==> config.mk <==
export PLATFORM = sky130hd
export DESIGN_NAME = ps2_key_decoder
export DESIGN_NICKNAME = d
export VERILOG_FILES = /design/src/rtl/ps2_pkg.sv /design/src/rtl/ps2_rx.sv /design/src/rtl/ps2_key_decoder.sv
export SDC_FILE = /design/constraint.sdc
export NUM_CORES = 1
export LEC_CHECK = 0
export ABC_AREA = 1
export ABC_CLOCK_PERIOD_IN_PS = 5000
export BUFFER_PORTS_ARGS = -buffer_cell sky130_fd_sc_hd__buf_2
export CAP_MARGIN = 10
export CORE_UTILIZATION = 40
export DETAILED_ROUTE_END_ITERATION = 10
export PLACE_DENSITY = 0.65
export SLEW_MARGIN = 20
export SYNTH_ARGS = -nofsm -noshare
export SYNTH_HDL_FRONTEND = slang
export SYNTH_SLANG_ARGS = --single-unit
==> constraint.sdc <==
create_clock -name CLOCK_50 -period 5 [get_ports CLOCK_50]
set_clock_uncertainty 0.2 [all_clocks]
set_input_delay 1.5 -clock CLOCK_50 [delete_from_list [all_inputs] [get_ports CLOCK_50]]
set_output_delay 1.5 -clock CLOCK_50 [all_outputs]
set_load 0.03 [all_outputs]
==> src/rtl/ps2_pkg.sv <==
// ps2_pkg: shared PS/2 scan codes, grid Direction one-hot codes and FSM state encodings.
//   Contents: scan-code localparams, DIR_* codes, rx_state_t, dec_state_t, arrow_dir().
package ps2_pkg;
  localparam logic [7:0] SC_EXT   = 8'hE0;
  localparam logic [7:0] SC_BRK   = 8'hF0;
  localparam logic [7:0] SC_UP    = 8'h75;
  localparam logic [7:0] SC_DOWN  = 8'h72;
  localparam logic [7:0] SC_LEFT  = 8'h6B;
  localparam logic [7:0] SC_RIGHT = 8'h74;
  localparam logic [7:0] SC_SPACE = 8'h29;
  localparam logic [7:0] SC_ENTER = 8'h5A;
  localparam logic [3:0] DIR_NONE  = 4'b0000;
  localparam logic [3:0] DIR_UP    = 4'b0001;
  localparam logic [3:0] DIR_DOWN  = 4'b0010;
  localparam logic [3:0] DIR_LEFT  = 4'b0100;
  localparam logic [3:0] DIR_RIGHT = 4'b1000;
  typedef enum logic [1:0] {RX_IDLE, RX_DATA, RX_PARITY, RX_STOP} rx_state_t;
  typedef enum logic [1:0] {DEC_BASE, DEC_EXT, DEC_BRK, DEC_EXT_BRK} dec_state_t;
  function automatic logic [3:0] arrow_dir(input logic [7:0] code);
    return code == SC_UP    ? DIR_UP   :
           code == SC_DOWN  ? DIR_DOWN :
           code == SC_LEFT  ? DIR_LEFT :
           code == SC_RIGHT ? DIR_RIGHT : DIR_NONE;
  endfunction
endpackage

==> src/rtl/ps2_rx.sv <==
// ps2_rx: PS/2 frame receiver (synchronisers, clock filter, rx FSM, mid-frame timeout).
//   CLOCK_50/nReset : system clock, async active-low reset
//   ps2_clk/ps2_dat : raw keyboard pins
//   rx_byte         : received data byte (valid while byte_valid is high)
//   byte_valid      : 1-cycle pulse on the stop strobe of an accepted frame
//   byte_err        : 1-cycle pulse on the stop strobe of a rejected frame
//   timeout         : 1-cycle pulse when a stalled frame is aborted
//   PS2_PARITY_CHECK_EN: when defined, frames need odd parity and stop = 1.
module ps2_rx import ps2_pkg::*; #(
  parameter int FILTER_LEN     = 4,
  parameter int TIMEOUT_CYCLES = 50000
) (
  input  logic       CLOCK_50,
  input  logic       nReset,
  input  logic       ps2_clk,
  input  logic       ps2_dat,
  output logic [7:0] rx_byte,
  output logic       byte_valid,
  output logic       byte_err,
  output logic       timeout
);
  localparam int FW = $clog2(FILTER_LEN + 1);
  localparam int TW = $clog2(TIMEOUT_CYCLES + 1);
  localparam logic [FW-1:0] FMAX = FW'(FILTER_LEN - 1);
  localparam logic [TW-1:0] TMAX = TW'(TIMEOUT_CYCLES - 1);
  rx_state_t state, state_n;
  logic [1:0] clk_sync, dat_sync;
  logic clk_filt;
  logic [FW-1:0] fcnt;
  logic [TW-1:0] tcnt;
  logic [2:0] bit_cnt;
  logic [7:0] shreg;
  logic strobe, sdat, stop_done;
  assign sdat = dat_sync[1];
  // The strobe fires on the very cycle the filtered clock commits to low.
  assign strobe = clk_filt && !clk_sync[1] && fcnt == FMAX;
  // A stop strobe landing on the timeout cycle suppresses the timeout.
  assign timeout = state != RX_IDLE && tcnt == TMAX && !strobe;
  assign stop_done = strobe && state == RX_STOP;
  assign rx_byte = shreg;
`ifdef PS2_PARITY_CHECK_EN
  logic parity;
  logic frame_ok;
  assign frame_ok = (^{parity, shreg}) && sdat;
  assign byte_valid = stop_done && frame_ok;
  assign byte_err = stop_done && !frame_ok;
  always_ff @(posedge CLOCK_50 or negedge nReset)
    if (!nReset) parity <= 1'b0;
    else if (strobe && state == RX_PARITY) parity <= sdat;
`else
  assign byte_valid = stop_done;
  assign byte_err = 1'b0;
`endif
  always_ff @(posedge CLOCK_50 or negedge nReset)
    if (!nReset) begin
      clk_sync <= 2'b11;
      dat_sync <= 2'b11;
      clk_filt <= 1'b1;
      fcnt <= '0;
    end else begin
      clk_sync <= {clk_sync[0], ps2_clk};
      dat_sync <= {dat_sync[0], ps2_dat};
      if (clk_sync[1] == clk_filt) fcnt <= '0;
      else if (fcnt == FMAX) begin
        clk_filt <= clk_sync[1];
        fcnt <= '0;
      end else fcnt <= fcnt + 1'b1;
    end
  always_comb begin
    state_n = state;
    if (strobe)
      state_n = state == RX_IDLE   ? (sdat ? RX_IDLE : RX_DATA) :
                state == RX_DATA   ? (bit_cnt == 3'd7 ? RX_PARITY : RX_DATA) :
                state == RX_PARITY ? RX_STOP : RX_IDLE;
    else if (timeout) state_n = RX_IDLE;
  end
  always_ff @(posedge CLOCK_50 or negedge nReset)
    if (!nReset) begin
      state <= RX_IDLE;
      tcnt <= '0;
      bit_cnt <= '0;
      shreg <= '0;
    end else begin
      state <= state_n;
      tcnt <= (state == RX_IDLE || strobe || timeout) ? '0 : tcnt + 1'b1;
      if (strobe) bit_cnt <= state == RX_DATA ? bit_cnt + 1'b1 : 3'd0;
      if (strobe && state == RX_DATA) shreg <= {sdat, shreg[7:1]};
    end
endmodule

==> src/rtl/ps2_key_decoder.sv <==
// ps2_key_decoder: PS/2 set-2 keyboard to grid-control levels (arrows, SPACE/ENTER).
//   CLOCK_50/nReset  : system clock, async active-low reset
//   PS2_CLK/PS2_DAT  : raw keyboard pins (idle high)
//   Direction        : one-hot held arrow, 0 = none
//   Command          : high while SPACE or ENTER is held
//   scan_code        : last received byte
//   scan_valid       : 1-cycle pulse when scan_code updates
//   frame_err        : 1-cycle pulse on a rejected frame
//   PS2_PARITY_CHECK_EN: when defined, bad parity/stop frames are rejected.
module ps2_key_decoder import ps2_pkg::*; #(
  parameter int FILTER_LEN     = 4,
  parameter int TIMEOUT_CYCLES = 50000
) (
  input  logic       CLOCK_50,
  input  logic       nReset,
  input  logic       PS2_CLK,
  input  logic       PS2_DAT,
  output logic [3:0] Direction,
  output logic       Command,
  output logic [7:0] scan_code,
  output logic       scan_valid,
  output logic       frame_err
);
  logic [7:0] rx_byte;
  logic byte_valid, byte_err, timeout;
  dec_state_t dstate, dstate_n;
  logic [3:0] dir_n, arrow;
  logic cmd_n, ext, brk, cmd_key;
  ps2_rx #(.FILTER_LEN(FILTER_LEN), .TIMEOUT_CYCLES(TIMEOUT_CYCLES)) u_rx (
    .CLOCK_50  (CLOCK_50),
    .nReset    (nReset),
    .ps2_clk   (PS2_CLK),
    .ps2_dat   (PS2_DAT),
    .rx_byte   (rx_byte),
    .byte_valid(byte_valid),
    .byte_err  (byte_err),
    .timeout   (timeout)
  );
  assign ext = dstate == DEC_EXT || dstate == DEC_EXT_BRK;
  assign brk = dstate == DEC_BRK || dstate == DEC_EXT_BRK;
  // Arrows only exist with the E0 prefix; bare 75/72/6B/74 are keypad keys.
  assign arrow = ext ? arrow_dir(rx_byte) : DIR_NONE;
  assign cmd_key = !ext && (rx_byte == SC_SPACE || rx_byte == SC_ENTER);
  always_comb begin
    dstate_n = dstate;
    dir_n = Direction;
    cmd_n = Command;
    if (timeout || byte_err) dstate_n = DEC_BASE;
    else if (byte_valid) begin
      if (dstate == DEC_BASE && rx_byte == SC_EXT) dstate_n = DEC_EXT;
      else if (!brk && rx_byte == SC_BRK) dstate_n = ext ? DEC_EXT_BRK : DEC_BRK;
      else begin
        dstate_n = DEC_BASE;
        // A break only releases the arrow that is currently shown.
        if (arrow != DIR_NONE) dir_n = brk ? (Direction == arrow ? DIR_NONE : Direction) : arrow;
        if (cmd_key) cmd_n = !brk;
      end
    end
  end
  always_ff @(posedge CLOCK_50 or negedge nReset)
    if (!nReset) begin
      dstate <= DEC_BASE;
      Direction <= DIR_NONE;
      Command <= 1'b0;
      scan_code <= '0;
      scan_valid <= 1'b0;
      frame_err <= 1'b0;
    end else begin
      dstate <= dstate_n;
      Direction <= dir_n;
      Command <= cmd_n;
      scan_valid <= byte_valid;
      frame_err <= byte_err;
      if (byte_valid) scan_code <= rx_byte;
    end
endmodule

# --- Yosys cells after proc, flatten, opt, wreduce, memory -nomap -nowiden ---
# Cells that the tools add are included.
word_totals:
  in_bits: 4
  elab_cells: 90
  reg_bits: 53
  output_inout_bits: 15
classes:
  n_eq_ne: 20
  mux: 23
  reduce_logical: 27
  add_sub_neg: 3
  n_bitwise: 4
ops:
  columns: ["cell", "count"]
  rows:
  - ["$eq A8 B7 Y1 const B", 5]
  - ["$mux W4", 7]
  - ["$mux W2", 10]
  - ["$add A16 B1 Y16 const B", 1]
  - ["$eq A16 B16 Y1 const B", 1]
  - ["$eq A8 B8 Y1 const B", 2]
  - ["$mux W16", 1]
  - ["$logic_and A1 B1 Y1", 9]
  - ["$mux W3", 3]
  - ["$eq A2 B2 Y1 const B", 4]
  - ["$eq A8 B6 Y1 const B", 1]
  - ["$add A3 B1 Y3 const B", 2]
  - ["$reduce_and A6 Y1", 1]
  - ["$reduce_bool A2 Y1", 3]
  - ["$logic_or A1 B1 Y1", 5]
  - ["$reduce_and A5 Y1", 1]
  - ["$eq A2 B1 Y1 const B", 2]
  - ["$eq A4 B4 Y1", 1]
  - ["$logic_not A1 Y1", 4]
  - ["$logic_not A2 Y1", 2]
  - ["$not A1 Y1", 4]
  - ["$reduce_bool A4 Y1", 1]
  - ["$eq A3 B2 Y1 const B", 1]
  - ["$eq A3 B3 Y1 const B", 1]
  - ["4 further kinds", 5]

# --- Longest topological paths before layout ---
# Gate-level depths: netlist (run 1).
logic_depth:
  ltp_word: 9
  mapped_depth: 10
  ltp_nobuf: 10

# --- By module ---
# From an unflattened synthesis (run 1), not the netlist that was laid out.
hier_totals:
  cells_unflattened: 335
  area_unflattened_um2: 2720.1
by_module_without_submodules:
  columns: ["mod", "instances", "seq_area_each_um2", "cells_per_inst", "area_each_um2"]
  rows:
  - ["ps2_rx", 1, 932.1, 207, 1775.5]
  - ["ps2_key_decoder", 1, 425.4, 128, 944.7]

# --- Worst setup path after synthesis (run 1) ---
# Ideal clock, no wire load.
synth_timing:
  path_type: "flip-flop to output port"
  startpoint: "register Direction[0]"
  endpoint: "output port Direction[0]"
  t_required_ps: 3300
  n_path_buf: 0
  path_stages_with_launch: 1
  t_arrival_ps: 511
  setup_slack_ps: 2789
  cell_sequence: "dfrtp_1"
synth_lines:
  columns: ["element", "line_no", "text"]
  rows:
  - ["start, declared", "ps2_key_decoder.sv:18", "output logic [3:0] Direction,"]
  - ["start signal, assigned", "ps2_key_decoder.sv:70", "Direction <= dir_n;"]
# No word-level cell between the ends.

# --- Worst setup path after layout (run 1) ---
layout_timing:
  startpoint: "register Direction[0]"
  endpoint: "output port Direction[0]"
# No word-level cell between the ends.

==> impl_metrics.py, run 1 <==
metrics = {
    "yosys": {
        "synthCells": 321,
        "synth-compound-area-share_pct": 5.51,
        "synth_top_family_by_area": "simple AND/OR/NAND/NOR gates",
        "synth_area_um2": 2660,
        "synth-xor-area-share_pct": 2.31,
        "syn_nets": 330,
        "synthAdderAreaFrac_pct": 2.35,
        "synth.avg_cell_area_um2": 8.28,
        "synth-simple-area-share_pct": 33.3,
        "synth-seq-cells": 53,
        "yosysWarnings": 0,
        "yosysSeqAreaShare_pct": 50.1,
        "synth.area.mux_share_pct": 0,
        "synth.distinct_cells": 32,
    },
    "power": {
        "sequentialPowerShare_pct": 56.5,
        "p_sw_share_pct": 24.0,
        "power.static_leakage_uw": 0.00134,
        "p_per_area_nw_per_um2": 278,
        "clkPwrFrac_pct": 35.4,
        "power_uw": 817,
        "p_comb_share_pct": 8.1,
        "p_switching_uw": 196,
        "ir_drop_mv": 0.241,
        "p_int_uw": 621,
    },
    "global_routing": {
        "grt_max_degree": 31,
        "antenna_found_initial": 0,
        "first_global_vias": 1871,
        "grt_first_pass_wirelength_mm": 8.66,
        "track_usage_pct": 15.1,
        "overflow": 0,
    },
    "worst_setup_path": {
        "cp_slowest_stage_delay_ns": 0.40,
        "regToRegStartpoint": "u_rx.clk_sync[1]$_DFF_PN1_",
        "r2r-end": "u_rx.tcnt[2]$_DFF_PN0_",
        "slowest_stage": "dfrtp_1",
        "criticalPathCategory": "flip-flop to primary output",
        "r2r_cells": 5,
        "r2r_slack_ns": 2.94,
        "worst-path-buf-inv": 1,
        "start_kind": "flip-flop",
        "critPathTopFamily": "flip-flops",
        "path_max_fanout": 4,
        "critPathRequiredTime_ns": 3.30,
        "setup.worst_path.end_class": "primary output",
        "critical_path.cell_chain": "buf_2",
        "cp.arrival_ns": 0.90,
    },
    "run": {
        "maxCapViolCount": 0,
    },
    "timing": {
        "post-route-period-util_pct": 52.1,
        "timing.final.crit_period_ns": 2.60,
        "slew_headroom_pct": 58.1,
        "tightestPinTransition_ns": 0.626,
        "hold_viol": 0,
        "fmax_mhz": 384,
        "slew_viol_final": 0,
        "rsz0062_at_grt": "false",
        "finalSetupViolations": 0,
        "tns_ns": 0,
    },
    "cts": {
        "post_cts_resized": 0,
        "cts_sinks": 53,
        "cts_max_level": 2,
        "clockRootBuffer": "clkbuf_8",
        "clk_latency_ns": 0.30,
        "cts_made_buffers": 5,
        "clk_path_buf_depth": 2,
        "hold_buffers": 0,
        "clkSlewWorstSetupHoldPaths_ns": 0.09,
        "post_cts_buffers": 0,
        "cts_tree": "yes",
    },
    "detailed_routing": {
        "wl_per_cell_um": 11.7,
        "first_pass_iters": 4,
        "drc_errors": 0,
        "antenna_left": 0,
        "routed_wl_mm": 4.91,
        "vias": 2095,
        "drt_iter0_drc": 78,
        "via_per_inst": 5.00,
    },
    "floorplanning": {
        "dieWidth_um": 83.5,
        "die_h_um": 83.5,
        "die_area_um2": 6980,
        "rows": 29,
        "core_um2": 6390,
        "ios": 19,
        "start_util_pct": 41.6,
    },
    "cells_and_area": {
        "drive_above_1_share_pct": 16.1,
        "final_common_cell": "nand2_1",
        "area_delta_synth_final_pct": 10.4,
        "nNetsFinal": 350,
        "design_area_um2": 2940,
        "layout.cells.non_filler": 419,
        "final_cell_mix": "nand2_1, dfrtp_1, nor2_1, inv_1, nand3_1",
        "diodes": 0,
    },
    "worst_hold_path": {
        "whs_endpoint": "u_rx.dat_sync[1]$_DFF_PN1_",
        "holdCritPathClass": "flip-flop to flip-flop",
        "whs_path_depth": 0,
        "hp-start": "u_rx.dat_sync[0]$_DFF_PN1_",
    },
    "place": {
        "detailed_place.area_um2": 2820,
        "place_hpwl_mm": 3.58,
        "place_congestion": 0.820,
        "port_buffers": 17,
        "post-place-cells": 411,
    },
    "outcome": {
        "status": "finished clean",
    },
}
## through the flow
stage | utilization, % | worst slack [ns] | hold WS (ns)
5_1_grt | 46.0 | 2.34 | 0.164
3_3_place_gp | 44.2 | 2.42 | 0.147
4_1_cts | 46.0 | 2.38 | 0.161
2_1_floorplan | - | 2.79 | 0.145
3_5_place_dp | 44.2 | 2.42 | 0.147
6_report | 46.0 | 2.40 | 0.159
## Yosys cell counts
| cell | count | area share [%] |
|---|---|---|
| nor3_1 | 5 | 0.94 |
| o21ai_0 | 19 | 3.6 |
| o21ai_1 | 2 | 0.38 |
| a31oi_1 | 1 | 0.24 |
| nor4_1 | 6 | 1.4 |
| xor2_1 | 6 | 2.0 |
| a22o_1 | 2 | 0.66 |
| conb_1 | 1 | 0.14 |
| dfstp_2 | 5 | 4.9 |
| inv_2 | 9 | 1.3 |
| nand3_2 | 3 | 1.1 |
| nor2_4 | 4 | 1.7 |
| nor2_8 | 1 | 0.75 |
| inv_1 | 29 | 4.1 |
| or2_0 | 2 | 0.47 |
| ha_1 | 5 | 2.4 |
| o21bai_1 | 1 | 0.28 |
| nor3b_1 | 2 | 0.56 |
| clkbuf_1 | 2 | 0.28 |
| nand2_1 | 74 | 10 |
| xnor2_1 | 1 | 0.33 |
| nor2_2 | 2 | 0.47 |
| nor2_1 | 41 | 5.8 |
| dfrtp_1 | 48 | 45 |
| nand4_1 | 11 | 2.6 |
| buf_4 | 1 | 0.28 |
| nand3b_1 | 4 | 1.1 |
| a21oi_1 | 2 | 0.38 |
| buf_2 | 2 | 0.38 |
| nand2_2 | 4 | 0.94 |
| nand3_1 | 25 | 4.7 |
| or2_2 | 1 | 0.24 |
## registers in the layout, summed over array words and instances (netlist names)
register	cells
u_rx.dat_sync	2
u_rx.clk_sync	2
scan_code	8
Direction	4
scan_valid	1
u_rx.rx_byte	8
Command	1
u_rx.tcnt	16
u_rx.bit_cnt	3
u_rx.fcnt	3
u_rx.clk_filt	1
u_rx.state	2
dstate	2
## worst reg2reg max path, delay by kind of cell, from the launching register on
kind / cells / cell delay [ns]
buffers and inverters: 1 / 0.05
flip-flops: 1 / 0.53
AND/OR/NAND/NOR: 3 / 1.02
adder cells (fa/ha/maj): 1 / 0.18
## logic make-up (layout without fill, tap and decap cells)
| kind of cell | Yosys count | after routing |
|---|---|---|
| other cells | 1 | 1 |
| xor+xnor | 7 | 7 |
| buf+inv | 43 | 64 |
| simple gates | 185 | 185 |
| compound gates | 27 | 27 |
| fa+ha+maj | 5 | 5 |
| flops | 53 | 53 |
## layout make-up
type,count,area [um2]
Clock inverter,3,43.8
Timing Repair Buffer,18,92.6
Tap cell,77,96.3
Fill cell,638,3450
Inverter,38,143
Clock buffer,5,68.8
Sequential cell,53,1330
Multi-Input combinational cell,225,1160
## routing by layer
| metal | vias to the layer above | global-route usage, % | share of wire, % |
|---|---|---|---|
| met2 | 31 | 21.8 | 42 |
| met5 | - | 0 | 0 |
| met1 | 984 | 23.5 | 55 |
| met4 | 0 | 4.16 | 0.83 |
| li1 | 1078 | - | - |
| met3 | 2 | 2.37 | 2.7 |
## how the worst max path moves through the flow
stage / start / cells past startpoint / endpoint / slack (ns)
after floorplan: Direction[0]$_DFFE_PN0P_ / 0 / Direction[0] / 2.79
after global placement: nReset / 2 / u_rx.dat_sync[0]$_DFF_PN1_ / 2.42
after detailed placement: nReset / 2 / u_rx.dat_sync[0]$_DFF_PN1_ / 2.42
after CTS: Direction[0]$_DFFE_PN0P_ / 1 / Direction[0] / 2.38
after global routing: Direction[2]$_DFFE_PN0P_ / 1 / Direction[2] / 2.34
final: Direction[0]$_DFFE_PN0P_ / 1 / Direction[0] / 2.40
## power by group through the flow
stage / sequential [uW] / clock (uW) / combinational (uW)
after floorplan: 467 / 0 / 49.5
after global placement: 469 / 0 / 67.1
after detailed placement: 470 / 0 / 68.7
after CTS: 462 / 299 / 68.4
after global routing: 464 / 316 / 77.1
final: 462 / 289 / 66.4
Note: power is estimated with default switching activity, not from simulation.
==> run 2, diff against run 1 <==
Settings changed: ABC_AREA 1 to 0, ABC_CLOCK_PERIOD_IN_PS 5000 to 2730.
Clock period 5 ns to 2.73 ns, I/O delays scaled along.
==> impl_metrics.py, run 2 <==
metrics = {
    "timing": {
        "rsz0062_at_grt": "false",
        "tightestPinTransition_ns": 0.586,
        "hold_viol": 0,
        "finalSetupViolations": 0,
        "slew_viol_final": 0,
        "fmax_mhz": 460,
        "post-route-period-util_pct": 79.7,
        "slew_headroom_pct": 60.9,
        "tns_ns": 0,
        "timing.final.crit_period_ns": 2.17,
    },
    "detailed_routing": {
        "wl_per_cell_um": 13.3,
        "antenna_left": 0,
        "via_per_inst": 5.30,
        "first_pass_iters": 4,
        "vias": 1803,
        "routed_wl_mm": 4.51,
        "drt_iter0_drc": 89,
        "drc_errors": 0,
    },
    "outcome": {
        "status": "finished clean",
    },
    "cells_and_area": {
        "final_common_cell": "dfrtp_1",
        "nNetsFinal": 273,
        "diodes": 0,
        "final_cell_mix": "dfrtp_1, nand2_1, nor2_1, buf_2, mux2_2",
        "largest_reg_flops": 16,
        "drive_above_1_share_pct": 18.1,
        "layout.cells.non_filler": 340,
        "area_delta_synth_final_pct": 10.0,
        "max_flop_register": "u_rx.tcnt",
        "fillers": 562,
    },
    "worst_setup_path": {
        "critical_path.cell_chain": "nand2_1 > or4_4 > o31ai_2 > or2_1 > nor2_1",
        "cp_slowest_stage_delay_ns": 0.50,
        "worstSetupStartpoint": "u_rx.tcnt[9]$_DFF_PN0_",
        "r2r_cells": 5,
        "crit_end": "u_rx.tcnt[12]$_DFF_PN0_",
        "r2r_slack_ns": 0.56,
        "setup.worst_path.end_class": "flip-flop",
        "path_max_fanout": 16,
        "slowest_stage": "or4_4",
        "cp.arrival_ns": 2.15,
        "start_kind": "flip-flop",
        "critPathRequiredTime_ns": 2.70,
        "r2r-end": "u_rx.tcnt[12]$_DFF_PN0_",
        "regToRegStartpoint": "u_rx.tcnt[9]$_DFF_PN0_",
        "criticalPathCategory": "flip-flop to flip-flop",
    },
    "yosys": {
        "yosys.area.top_type_share_pct": 47.4,
        "postSynth.asyncResetShare_pct": 100,
        "synth_common_cells": "dfrtp_1, nand2_1, nor2_1, mux2_2, xnor2_1",
        "synth_area_leader_cell": "dfrtp_1",
        "synthCells": 245,
        "synth.distinct_cells": 51,
        "synth-seq-cells": 53,
        "syn_nets": 254,
        "synth_area_um2": 2530,
        "ys_top_cells_by_area": "dfrtp_1, nand2_1, dfstp_2",
        "synth.avg_cell_area_um2": 10.3,
        "yosysWarnings": 0,
        "synthMostInstantiatedCell": "dfrtp_1",
        "yosysSeqAreaShare_pct": 52.6,
        "synth_edf_count": 0,
        "synth_ff_type": "dfrtp_1",
    },
    "cts": {
        "cts_made_buffers": 5,
        "post_cts_buffers": 0,
        "post_cts_resized": 0,
        "clockRootBuffer": "clkbuf_8",
        "clkSlewWorstSetupHoldPaths_ns": 0.09,
        "hold_buffers": 0,
        "clk_latency_ns": 0.30,
        "cts_tree": "yes",
        "clk_path_buf_depth": 2,
        "cts_max_level": 2,
        "cts_sinks": 53,
    },
    "floorplanning": {
        "dieWidth_um": 81.6,
        "core_um2": 6030,
        "die_h_um": 81.6,
        "start_util_pct": 42.1,
        "die_area_um2": 6660,
        "rows": 28,
        "ios": 19,
    },
    "worst_hold_path": {
        "holdCritPathClass": "flip-flop to flip-flop",
    },
    "global_routing": {
        "antenna_found_initial": 0,
        "grt_max_degree": 30,
        "grt_first_pass_wirelength_mm": 7.65,
        "first_global_vias": 1667,
        "overflow": 0,
        "track_usage_pct": 15.0,
    },
    "power": {
        "p_per_area_nw_per_um2": 508,
        "power.static_leakage_uw": 0.00127,
        "power_uw": 1420,
        "ir_drop_mv": 0.337,
    },
    "place": {
        "place_hpwl_mm": 3.20,
        "port_buffers": 17,
        "post-place-cells": 332,
        "place_congestion": 0.802,
    },
    "run": {
        "maxCapViolCount": 0,
    },
}
run 2: cell type report:
cell class | instances | area, um2 | area share (%)
multi-input combinational | 178 | 1130 | 40.5
inverter | 5 | 18.8 | 0.673
tap | 75 | 93.8 | 3.36
clock buffer | 6 | 72.6 | 2.60
clock inverter | 2 | 15.0 | 0.538
sequential | 53 | 1330 | 47.8
timing repair buffer | 21 | 128 | 4.58
run 2: kinds of logic after synthesis:
group	count (synthesis)	synth area share, %
buffers and inverters	14	2.91
muxes	13	5.63
other	1	0.148
adders and majority gates	5	2.47
and+or+nand+nor	118	23.8
AOI/OAI and AO/OA	27	7.60
DFF	53	52.6
xor gates and xnor gates	14	4.84
run 2: report_power, final:
part	internal, uW	switching, uW	leakage (uW)
combinational	51.6	76.8	0.000517
sequential	827	23.2	0.000720
clock	181	256	0.0000374
run 2: per-stage QoR:
stage | area [um2] | hold WS, ns | worst slack [ns] | utilization [%]
after CTS | 2790 | 0.161 | 0.540 | 46.3
after global routing | 2790 | 0.164 | 0.373 | 46.3
after detailed placement | 2700 | 0.147 | 0.558 | 44.8
after floorplan | 2530 | 0.145 | 0.709 | -
final | 2790 | 0.159 | 0.555 | 46.3
after global placement | 2700 | 0.147 | 0.611 | 44.8
run 2: worst max-delay path: cells and delay by family, from the launching register on:
kind               cells  cell delay [ns]
AOI/OAI and AO/OA      1             0.24
DFF                    1             0.40
and+or+nand+nor        4             1.20
run 2: worst min path at each step:
stage                     slack, ns                         end  cells past startpoint                       start
after CTS                      0.16  u_rx.clk_sync[1]$_DFF_PN1_                      0  u_rx.clk_sync[0]$_DFF_PN1_
after global routing           0.16  u_rx.dat_sync[1]$_DFF_PN1_                      0  u_rx.dat_sync[0]$_DFF_PN1_
final                          0.16  u_rx.clk_sync[1]$_DFF_PN1_                      0  u_rx.clk_sync[0]$_DFF_PN1_
after global placement         0.15  u_rx.dat_sync[1]$_DFF_PN1_                      0  u_rx.dat_sync[0]$_DFF_PN1_
after floorplan                0.15  u_rx.clk_sync[1]$_DFF_PN1_                      0  u_rx.clk_sync[0]$_DFF_PN1_
after detailed placement       0.15  u_rx.clk_sync[1]$_DFF_PN1_                      0  u_rx.clk_sync[0]$_DFF_PN1_
run 2: per-layer routing:
| metal | routed length [um] | GRT usage (%) |
|---|---|---|
| met2 | 2110 | 24.4 |
| met5 | 0 | 0 |
| met3 | 179 | 3.22 |
| met1 | 2170 | 19.5 |
| met4 | 56 | 5.61 |
